**config.mk**
```make
export PLATFORM = sky130hd
export DESIGN_NAME = cic_comb_chain
export DESIGN_NICKNAME = d
export VERILOG_FILES = /design/src/rtl/cic_comb_chain.sv
export SDC_FILE = /design/constraint.sdc
export NUM_CORES = 1
export LEC_CHECK = 0
export BUFFER_PORTS_ARGS = -buffer_cell sky130_fd_sc_hd__buf_2
export CORE_UTILIZATION = 61
export CTS_CLUSTER_SIZE = 40
export DETAILED_ROUTE_END_ITERATION = 12
export PLACE_DENSITY = 0.89
export SYNTH_ARGS = -nofsm -noshare
export SYNTH_HDL_FRONTEND = slang
export SYNTH_SLANG_ARGS = --single-unit
```
**constraint.sdc**
```tcl
create_clock -name clock -period 2.8 [get_ports clock]
set_clock_uncertainty 0.2 [all_clocks]
set_input_delay 0.56 -clock clock [delete_from_list [all_inputs] [get_ports clock]]
set_output_delay 0.56 -clock clock [all_outputs]
set_load 0.005 [all_outputs]
```
**src/rtl/cic_comb_chain.sv**
```systemverilog
// cic_comb_chain -- cascade of CIC comb (differentiator) stages for the
// decimated side of a CIC decimator.
//
// Each stage k computes d_k[n] = u_k[n] - u_k[n-DELAY], where u_0 is x_in and
// u_k is the output of stage k-1. Indices count accepted samples, not clocks:
// a stage's delay line shifts only when its input is valid and ena is high.
// Arithmetic wraps modulo 2^WIDTH. The integrator side carries the CIC gain,
// so the comb side needs no bit growth.
//
// Parameters:
//   WIDTH  - two's-complement sample width of input, output and all registers
//   STAGES - number of cascaded comb stages (1..8)
//   DELAY  - differential delay M per stage, in samples (1..4)
//
// Ports:
//   clock     - single clock; all state changes on its rising edge
//   reset     - asynchronous, active-low; clears all state
//   ena       - global clock enable; low freezes every register
//   in_valid  - x_in carries a sample this cycle
//   x_in      - signed input sample
//   flush     - synchronous clear of pipeline and delay lines (only when
//               CIC_COMB_FLUSH_EN is defined); ignored while ena is low
//   y_out     - signed filtered sample; holds between out_valid strobes
//   out_valid - single-cycle strobe marking a new y_out (latency STAGES)
//
// Build option: define CIC_COMB_FLUSH_EN to add the flush port.

module cic_comb_chain #(
  parameter int WIDTH  = 16,
  parameter int STAGES = 3,
  parameter int DELAY  = 1
) (
  input  logic             clock,
  input  logic             reset,
  input  logic             ena,
  input  logic             in_valid,
  input  logic [WIDTH-1:0] x_in,
`ifdef CIC_COMB_FLUSH_EN
  input  logic             flush,
`endif
  output logic [WIDTH-1:0] y_out,
  output logic             out_valid
);

  // Modulo-2^WIDTH difference: the result is truncated to WIDTH bits, so
  // overflow wraps instead of saturating.
  function automatic logic signed [WIDTH-1:0] wrap_sub(
    input logic signed [WIDTH-1:0] a,
    input logic signed [WIDTH-1:0] b
  );
    return a - b;
  endfunction

  // Inter-stage links. Index 0 is the chain input; index k+1 is the output
  // of stage k.
  logic signed [WIDTH-1:0] stg_d [STAGES+1];
  logic                    stg_v [STAGES+1];
  logic                    clr;

  assign stg_d[0] = x_in;
  assign stg_v[0] = in_valid;

`ifdef CIC_COMB_FLUSH_EN
  assign clr = flush;
`else
  assign clr = 1'b0;
`endif

  for (genvar k = 0; k < STAGES; k++) begin : g_stage
    logic signed [WIDTH-1:0] data_p;
    logic                    vld_p;
    // dly_p[0] is the most recent accepted input; dly_p[DELAY-1] is u[n-DELAY].
    logic signed [WIDTH-1:0] dly_p [DELAY];

    // Stage boundary: one register per comb stage.
    always_ff @(posedge clock or negedge reset) begin
      if (!reset) begin
        data_p <= '0;
        vld_p  <= 1'b0;
        for (int i = 0; i < DELAY; i++) dly_p[i] <= '0;
      end else if (ena) begin
        if (clr) begin
          // Flush overrides a coincident input sample, which is dropped.
          data_p <= '0;
          vld_p  <= 1'b0;
          for (int i = 0; i < DELAY; i++) dly_p[i] <= '0;
        end else begin
          vld_p <= stg_v[k];
          if (stg_v[k]) begin
            data_p   <= wrap_sub(stg_d[k], dly_p[DELAY-1]);
            dly_p[0] <= stg_d[k];
            for (int i = 1; i < DELAY; i++) dly_p[i] <= dly_p[i-1];
          end
        end
      end
    end

    assign stg_d[k+1] = data_p;
    assign stg_v[k+1] = vld_p;
  end

  // The last stage register is the output. Its valid bit holds through a
  // stall, so the strobe is masked by ena and fires again when ena returns.
  assign y_out     = stg_d[STAGES];
  assign out_valid = stg_v[STAGES] & ena;

endmodule

```
==> Word-level counts from Yosys, hierarchy flattened <==
Cells that the tools add are included.
{ "word_totals": {"ff_bits": 99, "input_bits": 20, "output_inout_bits": 17, "word_cells": 16} }
{ "op_classes": {"n_addsub": 3, "n_bitwise": 1, "reduce_logical": 3} }
{ "op_table": {"columns": ["cell", "n"], "rows": [
  ["$sub A16 B16 Y16", 3],
  ["$reduce_and A2 Y1", 3],
  ["$and A1 B1 Y1", 1]
]} }

==> Logic depth before layout (Yosys ltp) <==
{ "logic_depth": {"depth_word": 1, "ltp_mapped": 9, "ltp_nobuf": 9} }

==> Worst setup path before layout <==
OpenSTA, ideal clock, no wires.
{ "synth_timing": {"path_type": "in2reg", "start": "input port x_in[9]", "end": "register g_stage[0].data_p[14]", "setup_time_ns": 0.136, "arrival_ns": 2.020, "t_required_ns": 2.464, "setup_slack_ns": 0.445, "cell_stages": 8, "path_buffers": 1, "cell_sequence": "ha_1 buf_2 and4_4 a21o_1 o221a_2 a311oi_1 xor2_1 o21ai_0"} }
{ "synth_via": {"elab_chain_cells": 1} }
{ "synth_lines": {"columns": ["item", "line_no", "source"], "rows": [
  ["start: declaration", "37", "input logic [WIDTH-1:0] x_in,"],
  ["$sub A16 B16 Y16", "51", "return a - b;"],
  ["end signal: assignment", "90", "data_p <= wrap_sub(stg_d[k], dly_p[DELAY-1]);"],
  ["end: declaration", "70", "logic signed [WIDTH-1:0] data_p;"]
]} }
No other way between the ends.
A chain may end at the register's enable or synchronous reset.

==> Final worst setup path <==
{ "layout_timing": {"start": "register g_stage[1].data_p[11]", "end": "register g_stage[2].data_p[15] (netlist: y_out[15])"} }
{ "layout_via": {"elab_chain_cells": 1} }
{ "layout_lines": {"columns": ["item", "line_no"], "rows": [
  ["start: declaration", "70"],
  ["start signal: assignment", "90"],
  ["$sub A16 B16 Y16", "51"],
  ["end signal: assignment", "90"],
  ["end: declaration", "70"]
]} }
No other way between the ends.

==> results.yml <==
logic_synthesis:
  synth_compound_area_share_pct: 21.0
  synth_fa_ha_area_share_pct: 10.5
  yosys_warnings: 0
  synth_cell_type_count: 59
  synthMuxAreaShare_pct: 3.21
  synth_top_family_by_area: "compound AO/OA/AOI/OAI gates"
  synth_edf_count: 0
  yosysMostFrequentCell: "nand2_1"
  synthSimpleGateAreaFrac_pct: 14.0
  syn-num-nets: 714
  async_reset_ff_share_pct: 100
  synth_ff_type: "dfrtp_1"
  syn_area_per_cell_um2: 9.17
  synth_xor_area_share_pct: 4.73
  synth_commonest_cells: "nand2_1, dfrtp_1, o21ai_0, inv_1, ha_1"
  yosys.area.top_type_share_pct: 41.8
  netlist_area_mm2: 0.00593
  synthTopCellsByArea: "dfrtp_1, ha_1, o21ai_0"
  yosysSeqAreaShare_pct: 41.8
  synth_seq_cells: 99
  yosysTopAreaCell: "dfrtp_1"
  synth_cells: 646
grt:
  grt_max_degree: 53
  first_global_vias: 4498
  antenna_found_initial: 0
  grtUsageTotal_pct: 24.2
  grt_pass1_wl_mm: 19.6
  overflow: 0
clocking:
  h-tree-depth: 3
  clock_latency_ns: 0.36
  ctsHoldBuffers: 0
  postCtsSetupRepairBufs: 0
  clkSlewWorstSetupHoldPaths_ns: 0.09
  clock_path_buffers: 2
  cts_resized: 0
  cts_tree: "done"
  numCtsBuffers: 9
  clockRootBuffer: "clkbuf_8"
  cts.sinks: 99
layout:
  antennaDiodeCount: 0
  final_nets: 750
  final_util_pct: 69.2
  area_delta_synth_final_pct: 8.93
  fin_cells: 815
  final_cell_area_mm2: 0.00645
  drive_gt1_share_pct: 13.0
worst_setup_path:
  critPathArrivalTime_ns: 2.56
  crit_fanout: 5
  endpoint_kind: "flip-flop"
  crit_required_ns: 2.86
  path_class: "reg2reg"
  crit_path_start_kind: "flip-flop"
placed_design:
  port_buffers: 36
  post-place-ws_ns: 0.171
  place_area_mm2: 0.00628
  hpwl_mm: 8.51
  gp_congestion: 0.895
  dp_cells: 800
outcome:
  outcome: "finished clean"
pwr:
  cellPowerDensity_mw_per_mm2: 1070
  p_total_mw: 6.91
  peakVddDrop_uv: 385
  power_leakage_nw: 3.05
timing:
  hold_viol: 0
  timing.final.crit_share_pct: 89.1
  final-max-slew-violation-count: 0
  setup_viol: 0
  maxSlewHeadroom_pct: 51.7
  finalSetupTns_ns: 0
  whs_ns: 0.0104
  worst_slack_ns: 0.305
  fmax_ghz: 0.401
  period_needed_ns: 2.49
  tightest_slew_ns: 0.723
  rsz0062_at_grt: "no"
floorplan:
  fp.dieArea_mm2: 0.0101
  initial_utilization_pct: 63.5
  num_io_pins: 37
  die_x_um: 101
  core_area_mm2: 0.00933
  rows: 35
  die_h_um: 101
route:
  route.detailed.drc: 0
  routed_via_density: 5.61
  post_drt_wl_per_cell_um: 13.6
  ant_nets: 0
  via_count: 4572
  initialDrtViolationCount: 168
  wirelength_mm: 11.1
  drt_first_pass_iters: 4
worst_hold_path:
  min_path_type: "in2async"
run:
  maxCapViolations: 0
final cells by class:
class                      instances  area [um^2]
clock inverter                     4         26.3
tap                              129          161
fill                             731         2870
clock buffer                      11          151
sequential                        99         2480
inverter                          54          203
timing repair buffer              46          270
multi-input combinational        472         3170
sequential cells by signal, indices dropped and copies added (netlist names):
name and cells:
y_out 16, g_stage.vld_p 3, g_stage.data_p 32, g_stage.dly_p 48
per-layer routing:
layer	up-vias	GRT usage (%)	routed length (um)
li1	2332	-	-
met2	102	43.2	5460
met1	2119	29.2	5070
met5	-	0	0
met3	19	4.23	307
met4	0	9.36	235
cells in the final DEF (no fill, tap or decap), drive strengths merged, types with 3 or more instances in the layout:
master / count
nand3: 6
nor3: 7
dfrtp: 99
nor2b: 7
xor2: 14
o311ai: 4
a211o: 5
nand3b: 3
a311oi: 3
and3: 8
nand2: 100
o21ai: 93
mux2: 16
nor2: 16
and2: 6
a21oi: 30
xnor2: 18
o21a: 12
clkbuf: 11
nor3b: 3
fa: 3
ha: 45
clkinv: 3
buf: 46
o211ai: 5
inv: 54
o31ai: 10
nand2b: 12
a21o: 11
a211oi: 8
worst max-delay path, stage by stage (launching register included):
cell and delay [ns]:
dfrtp_1 0.42, ha_1 0.40, nand2_1 0.15, nor3_1 0.38, o311ai_0 0.30, nand2_1 0.22, nor3_1 0.07, a311oi_1 0.25
worst paths after layout:
path                                  startpoint              endpoint  slack (ns)  depth (start not counted)
max                        g_stage[1].data_p[11]             y_out[15]        0.31                          7
max in group asynchronous                  reset  g_stage[0].dly_p[15]        1.73                          2
min reg2reg                             y_out[5]              y_out[5]        0.28                          2
min                                        reset              y_out[0]        0.01                          1
max reg2reg                g_stage[1].data_p[11]             y_out[15]        0.31                          7
min in group clock                      x_in[10]  g_stage[0].dly_p[10]        0.22                          3
power breakdown:
| part | internal, mW | leakage [nW] | switching, mW |
|---|---|---|---|
| Sequential | 1.94 | 1.23 | 0.305 |
| Combinational | 1.71 | 1.74 | 2.13 |
| Clock | 0.365 | 0.0912 | 0.460 |
| Total | 4.02 | 3.05 | 2.89 |
logic make-up (layout without fill, tap and decap cells):
group,after synthesis,in the layout
AND/OR/NAND/NOR,177,177
multiplexers,17,17
XOR/XNOR,32,32
buffers and inverters,75,115
AO/OA/AOI/OAI,198,198
adder cells (fa/ha/maj),48,48
flip-flops,99,99
(Power assumes the default switching activity.)
